--- config.mk ---
export PLATFORM = sky130hd
export DESIGN_NAME = fetch_sequencer
export DESIGN_NICKNAME = d
export VERILOG_FILES = /design/src/rtl/fetch_sequencer.sv
export SDC_FILE = /design/constraint.sdc
export NUM_CORES = 1
export LEC_CHECK = 0
export BUFFER_PORTS_ARGS = -buffer_cell sky130_fd_sc_hd__clkbuf_2
export CAP_MARGIN = 40
export CORE_AREA = 2 2 135 137
export DETAILED_ROUTE_END_ITERATION = 8
export DIE_AREA = 0 0 137 139
export GPL_TIMING_DRIVEN = 1
export PLACE_DENSITY = 0.74
export SYNTH_ARGS = -nofsm -noshare
export SYNTH_HDL_FRONTEND = slang
export SYNTH_SLANG_ARGS = --single-unit
--- constraint.sdc ---
create_clock -name clk -period 3.6 [get_ports clk]
set_input_delay 0.72 -clock clk [delete_from_list [all_inputs] [get_ports clk]]
set_output_delay 0.72 -clock clk [all_outputs]
set_load 0.05 [all_outputs]
--- src/rtl/fetch_sequencer.sv ---
// fetch_sequencer: instruction-fetch controller with a memory handshake, a one-entry skid buffer and redirect flush
// Ports:
//   clk, rst_n                 clock and synchronous active-low reset
//   redirectValid, redirectPC  redirect the fetch stream to redirectPC (low two bits ignored)
//   stall                      IF/ID cannot accept; the output slot holds
//   imemReq, imemAddr          registered request to instruction memory
//   imemAck, imemData          memory accepts the request and returns its word in the same cycle
//   ifValid, ifPC, ifInstr     instruction slot presented to IF/ID
//   fetchPC                    next address to be requested
module fetch_sequencer #(
    parameter logic [31:0] RESET_PC = 32'h0000_3000
) (
    input  logic        clk,
    input  logic        rst_n,
    input  logic        redirectValid,
    input  logic [31:0] redirectPC,
    input  logic        stall,
    output logic        imemReq,
    output logic [31:0] imemAddr,
    input  logic        imemAck,
    input  logic [31:0] imemData,
    output logic        ifValid,
    output logic [31:0] ifPC,
    output logic [31:0] ifInstr,
    output logic [31:0] fetchPC
);
    typedef enum logic [1:0] {IDLE, FETCH, BLOCKED, DRAIN} state_t;
    state_t state;
    logic [31:0] pc;
    logic [31:0] skid_pc;
    logic [31:0] skid_instr;
    logic        skid_valid;
    logic [31:0] target;
    logic [31:0] next_addr;
    logic        slot_free;
    assign target    = {redirectPC[31:2], 2'b00};
    assign next_addr = imemAddr + 32'd4;
    assign slot_free = !ifValid || !stall;
    assign fetchPC   = pc;
    always_ff @(posedge clk) begin
        if (!rst_n) begin
            state      <= IDLE;
            pc         <= RESET_PC;
            imemAddr   <= RESET_PC;
            imemReq    <= 1'b0;
            ifValid    <= 1'b0;
            ifPC       <= '0;
            ifInstr    <= '0;
            skid_valid <= 1'b0;
            skid_pc    <= '0;
            skid_instr <= '0;
        end else if (redirectValid) begin
            pc         <= target;
            ifValid    <= 1'b0;
            skid_valid <= 1'b0;
            imemReq    <= 1'b1;
            // An unacked request cannot be withdrawn, so it is drained first on its old address
            if ((state == FETCH || state == DRAIN) && !imemAck)
                state <= DRAIN;
            else begin
                state    <= FETCH;
                imemAddr <= target;
            end
        end else begin
            case (state)
                IDLE: begin
                    state    <= FETCH;
                    imemReq  <= 1'b1;
                    imemAddr <= pc;
                end
                FETCH: begin
                    if (imemAck && slot_free) begin
                        ifValid  <= 1'b1;
                        ifPC     <= imemAddr;
                        ifInstr  <= imemData;
                        pc       <= next_addr;
                        imemAddr <= next_addr;
                    end else if (imemAck) begin
                        skid_valid <= 1'b1;
                        skid_pc    <= imemAddr;
                        skid_instr <= imemData;
                        pc         <= next_addr;
                        imemReq    <= 1'b0;
                        state      <= BLOCKED;
                    end else if (!stall)
                        ifValid <= 1'b0;
                end
                BLOCKED: begin
                    // The slot is consumed and refilled from the skid on the same edge
                    if (!stall) begin
                        ifValid    <= skid_valid;
                        ifPC       <= skid_pc;
                        ifInstr    <= skid_instr;
                        skid_valid <= 1'b0;
                        imemReq    <= 1'b1;
                        imemAddr   <= pc;
                        state      <= FETCH;
                    end
                end
                DRAIN: begin
                    if (!stall)
                        ifValid <= 1'b0;
                    if (imemAck) begin
                        state    <= FETCH;
                        imemAddr <= pc;
                    end
                end
                default: state <= IDLE;
            endcase
        end
    end
endmodule
==> run metrics, run 1 <==
worst slew pin tran 670 ps; DR iter-0 viols 437; Synth warnings 0; pin count of the biggest net entering global routing 62; most used flip-flop cell after synthesis dfxtp_1; via count 7,739; CP Data Arrival Time 2920 ps; CP Capture Type register; H-tree lvl count 4; Crit Path Max Fanout 47; RSZ-0062 raised after global routing no; clk_skew 9.42 ps; nets@finish 1,219; number of enable flip-flop cells after synthesis 0; maximum clock frequency 386 MHz; clk sinks 197; Pwr Density roughly 520 nW/um2; number of library cell types mapped by synthesis 55; GP Congestion around 0.84; largest cells by area after synthesis dfxtp_1 46%, nand2_1 7.8%, mux2i_1 7.7%; maximum vdd drop roughly 0.33 mV; most frequent cells in the layout 197 x dfxtp_1, 196 x clkbuf_2, 179 x nand2_1, 84 x a21oi_1, 84 x nor2_1; Final setup violation count 0; Slew Viols, Final 0; HP Class reg -> reg; Die Y ~140 um; via density per instance ~5.6; synthesis-stage register bit count 197; Final Hold Viols 0; clock-pin slew on the worst setup and hold paths approximately 70 ps; area growth from synthesis to layout 17.6%; first-pass GRT wire length around 35,000 um; Core Region 17,700 um2; diode count 0; Num CTS Buffers 17; Rows between 40 and 50; number of setup buffers added after CTS 0; placed cell area 9600 um2; root buf cell clkbuf_16; hpwl dp approximately 14,000 um; later-pin clock latency in the skew report 430 ps; Post-Syn Area 8610 um2; synthesized net count 1,085; I/O pin count 199; vias in the first global route 6,918; Yosys top cell area share 0.458; Final Cell Area between 10,000 and 15,000 um2; IO buf count 196; remaining antenna violation count 0; DRC 0; status complete, no violations; initial antenna violation count 0; worst endpoint required time 3930 ps; CP startpoint kind register; Hold-fix buffers, CTS 0; die area 19,000 um2; Final min period 2590 ps; post-cts resize count 0; final WL 22,000 um; overall routing resource usage 0.227; Initial Utilization 0.488; drt first pass iters 5; share of layout cells above drive strength 1 0.227; Yosys top cell by area dfxtp_1; Leak between 4 and 5 nW; grt total ovfl 0; CTS tree done; Setup TNS 0 ps; commonest non-fill, non-tap cell in the layout dfxtp_1; post-synthesis sequential area ratio 0.458; DIE WIDTH ~140 um; Synth Area per Inst 8.49 um2; kind of critical path reg -> reg; worst-case clock buffer depth 2; Post-Syn Instances 1,015; crit share post-route 0.721; Post-synth ARST share 0; Slew headroom 0.553; routed length per instance 15.8 um; maxcap violations 0
-- power by group --
part	internal (W)	switching [W]	total (W)
combinational	0.000279	0.000751	0.00103
sequential	0.00230	0.000151	0.00245
clock	0.000928	0.000837	0.00176
-- registers in the layout, indices dropped and copies added (netlist names) --
signal	count
imemAddr	32
ifInstr	32
imemReq	1
ifValid	1
skid_pc	32
skid_valid	1
fetchPC	32
state	2
ifPC	32
skid_instr	32
-- per-stage QoR --
stage               cells  hold slack (ps)  utilization  total power (W)  setup WS (ps)
finish               1390              453        0.574          0.00525           1010
global route         1390              468        0.574          0.00547            767
CTS                  1390              455        0.574          0.00529            960
detailed placement   1359              446        0.544          0.00353            869
global placement     1359              441        0.544          0.00352            893
floorplan            1015              436            -          0.00327           1280
-- final cells by class --
cell class	instances	area [um2]
Clock buffer	22	464
Clock inverter	9	70.1
Fill cell	1594	7530
Inverter	4	17.5
Multi-Input combinational cell	715	4200
Sequential cell	197	3940
Tap cell	229	287
Timing Repair Buffer	214	1150
-- logic make-up after synthesis --
family                   Yosys count  share of synthesized area
AO/OA/AOI/OAI                    302                      0.224
adder cells (fa/ha/maj)            1                    0.00145
AND/OR/NAND/NOR                  332                      0.167
buffers and inverters            103                     0.0584
multiplexers                      67                     0.0780
XOR/XNOR                          13                     0.0132
flip-flops                       197                      0.458
-- layer usage --
| metal | share of wire | global-route usage |
|---|---|---|
| met5 | 0 | 0 |
| met4 | 0.014 | 0.0651 |
| met3 | 0.060 | 0.0490 |
| met2 | 0.45 | 0.347 |
| met1 | 0.48 | 0.322 |
-- synthesized netlist by cell type (3+ instances only) --
| library cell | n |
|---|---|
| and3_1 | 5 |
| a21oi_1 | 84 |
| buf_6 | 7 |
| nor4_1 | 6 |
| nor2_1 | 85 |
| nor4_2 | 3 |
| a211oi_1 | 74 |
| nor3_1 | 12 |
| a31oi_1 | 32 |
| nand2b_1 | 3 |
| o31a_1 | 6 |
| nand4_1 | 7 |
| clkbuf_1 | 47 |
| nand2_1 | 180 |
| nand3_1 | 14 |
| a22oi_1 | 13 |
| o21ai_1 | 6 |
| and2_1 | 4 |
| and4_1 | 3 |
| buf_1 | 4 |
| o21a_1 | 6 |
| inv_1 | 4 |
| clkbuf_2 | 3 |
| xnor2_1 | 9 |
| a41oi_1 | 8 |
| xor2_1 | 4 |
| buf_2 | 36 |
| mux2i_1 | 66 |
| o21ai_0 | 54 |
| dfxtp_1 | 197 |
| a21boi_0 | 5 |
-- path summary, 6_finish.rpt --
path | slack (ps) | to | start | cells past startpoint
hold reg to reg | 450 | skid_pc[14] | skid_pc[14] | 2
hold / removal | 450 | skid_pc[14] | skid_pc[14] | 2
setup / recovery | 1010 | ifInstr[1] | state[1] | 6
setup reg to reg | 1010 | ifInstr[1] | state[1] | 6
-- worst max-delay path, stage by stage (launching register included) --
cell	delay, ps
dfxtp_1	560
nand2b_4	430
a21oi_1	300
o21ba_4	580
buf_12	290
nor2_1	70
a211oi_1	230
Power figures use the tool's default switching activity.
==> run 2: changes to the inputs <==
--- a/config.mk
+++ b/config.mk
@@ -7,11 +7,11 @@
 export LEC_CHECK = 0
 export BUFFER_PORTS_ARGS = -buffer_cell sky130_fd_sc_hd__clkbuf_2
 export CAP_MARGIN = 40
-export CORE_AREA = 2 2 135 137
+export CORE_AREA = 2 2 136 138
 export DETAILED_ROUTE_END_ITERATION = 8
-export DIE_AREA = 0 0 137 139
+export DIE_AREA = 0 0 138 140
 export GPL_TIMING_DRIVEN = 1
-export PLACE_DENSITY = 0.74
+export PLACE_DENSITY = 0.76
 export SYNTH_ARGS = -nofsm -noshare
 export SYNTH_HDL_FRONTEND = slang
 export SYNTH_SLANG_ARGS = --single-unit
==> constraint.sdc (replaced) <==
create_clock -name clk -period 2.2 [get_ports clk]
set_input_delay 0.44 -clock clk [delete_from_list [all_inputs] [get_ports clk]]
set_output_delay 0.44 -clock clk [all_outputs]
set_load 0.05 [all_outputs]
==> run 2 against run 1 <==
  * Combinational power is 83% higher
  * Via count is 1.9% higher
  * Core utilization is 1.8 points higher
  * Worst setup slack worse by 790 ps
  * Register-to-register slack worse by 790 ps
  * Critical path type unchanged
  * Critical endpoint is now imemAddr[19]
==> run metrics, run 2 (synthesis results as in run 1) <==
grt total ovfl 0 (unchanged); diode count 0 (unchanged); cell total after placement 1,391 (+2.4%); Hold-fix buffers, CTS 0 (unchanged); vias in the first global route 6,953 (+0.51%); final WL 22,500 um (+2.4%); Slew headroom 0.710 (+0.157); initial antenna violation count 0 (unchanged); first-pass GRT wire length 36,100 um (+2.8%); Die Y 140 um (+0.72%); WHS 245 ps (-208 ps); maxcap violations 0 (unchanged); crit share post-route 0.900 (+0.180); non-filler cells, final 1,422 (+2.3%); Final setup violation count 0 (unchanged); DRC 0 (unchanged); area growth from synthesis to layout 22.1%; CP Data Arrival Time 2270 ps (-650 ps); clock-pin slew on the worst setup and hold paths 70 ps (about the same); Crit Path Max Fanout 9 (-81%); I/O pin count 199 (unchanged); total power 0.00880 W (+68%); via density per instance 5.55 (-0.39%); overall routing resource usage 0.226 (-0.000723); most frequent cells in the layout 196 x clkbuf_2, 192 x dfxtp_1, 179 x nand2_1, 84 x a21oi_1, 84 x nor2_1; DR iter-0 viols 527 (+21%); nets@finish 1,251 (+2.6%); post-cts resize count 0 (unchanged); hpwl dp 15,300 um (+5.8%); drt first pass iters 5 (unchanged); Final min period 1980 ps (-614 ps); clk sinks 197 (unchanged); pin count of the biggest net entering global routing 83 (+34%); H-tree lvl count 4 (unchanged); worst-case clock buffer depth 2 (unchanged); Slew Viols, Final 0 (unchanged); HP Class in -> reg; later-pin clock latency in the skew report 430 ps (about the same); CTS tree done; number of setup buffers added after CTS 0 (unchanged); CP startpoint kind register; Setup TNS 0 ps (unchanged); die area 19,300 um2 (+1.5%); DIE WIDTH 138 um (+0.73%); Core Region 17,800 um2 (+0.69%); worst endpoint required time 2490 ps (-1440 ps); Rows 49 (unchanged); kind of critical path reg -> reg; root buf cell clkbuf_16; Pwr Density 837 nW/um2 (+61%); routed length per instance 15.8 um (+0.11%); status complete, no violations; commonest non-fill, non-tap cell in the layout clkbuf_2; Initial Utilization 0.484 (-0.00336); remaining antenna violation count 0 (unchanged); maximum clock frequency 505 MHz (+31%); RSZ-0062 raised after global routing no; Final Hold Viols 0 (unchanged); worst slew pin tran 434 ps (-237 ps); Num CTS Buffers 17 (unchanged); IO buf count 196 (unchanged); GP Congestion 0.893 (+6.7%); CP Capture Type register; Leak 4.47 nW (+5.9%); maximum vdd drop 0.538 mV (+65%); clk_skew 15.3 ps (+5.90 ps); share of layout cells above drive strength 1 0.253 (+0.0266); # fillers 1,594 (unchanged); via count 7,886 (+1.9%)
[run 2: cell types whose count changed in the layout (fill, tap and decap cells not counted), moves of 2 or more]
cell / delta
buf_12: +9
buf_4: +23
clkbuf_1: -2
clkinv_2: +3
clkinv_4: +2
clkinvlp_4: -3
dfxtp_1: -5
dfxtp_2: +5
[run 2: routing by layer]
metal,vias to the layer above,track usage,routed length [um]
li1,3947,-,-
met1,3621,0.324,10500
met2,279,0.338,9890
met3,39,0.0503,1580
met4,0,0.0779,551
met5,-,0,0
[run 2: final timing paths]
path         slack, ps             end           start  depth (start not counted)
min reg2reg        450  skid_instr[12]  skid_instr[12]                          2
max reg2reg        220    imemAddr[19]     imemAddr[2]                          7
max                220    imemAddr[19]     imemAddr[2]                          7
min                240  skid_instr[18]    imemData[18]                          3
[run 2: power breakdown]
| part | leakage (nW) | internal (W) | switching, W |
|---|---|---|---|
| sequential | 1.61 | 0.00377 | 0.000149 |
| clock | 0.281 | 0.00162 | 0.00137 |
| combinational | 2.58 | 0.000539 | 0.00135 |
| total | 4.47 | 0.00593 | 0.00287 |
[run 2: layout make-up]
class / instances / area, um2 / area share
Clock buffer: 20 / 457 / 0.0434
Clock inverter: 11 / 98.8 / 0.00940
Inverter: 4 / 17.5 / 0.00167
Multi-Input combinational cell: 715 / 4200 / 0.400
Sequential cell: 197 / 3950 / 0.375
Tap cell: 229 / 287 / 0.0272
Timing Repair Buffer: 246 / 1510 / 0.143
[run 2: through the flow]
stage	area (um2)	setup WS, ps	util
after floorplan	8620	2.04	-
after global placement	9950	180	0.560
after detailed placement	9950	148	0.560
after CTS	10500	128	0.591
after global routing	10500	72.3	0.592
final	10500	220	0.592
[run 2: critical path, stage by stage, from the launching register on]
cell	delay, ps
dfxtp_2	330
buf_4	140
and2_1	260
nand4_4	220
buf_4	220
o31a_1	270
o21ai_0	260
a41oi_1	150
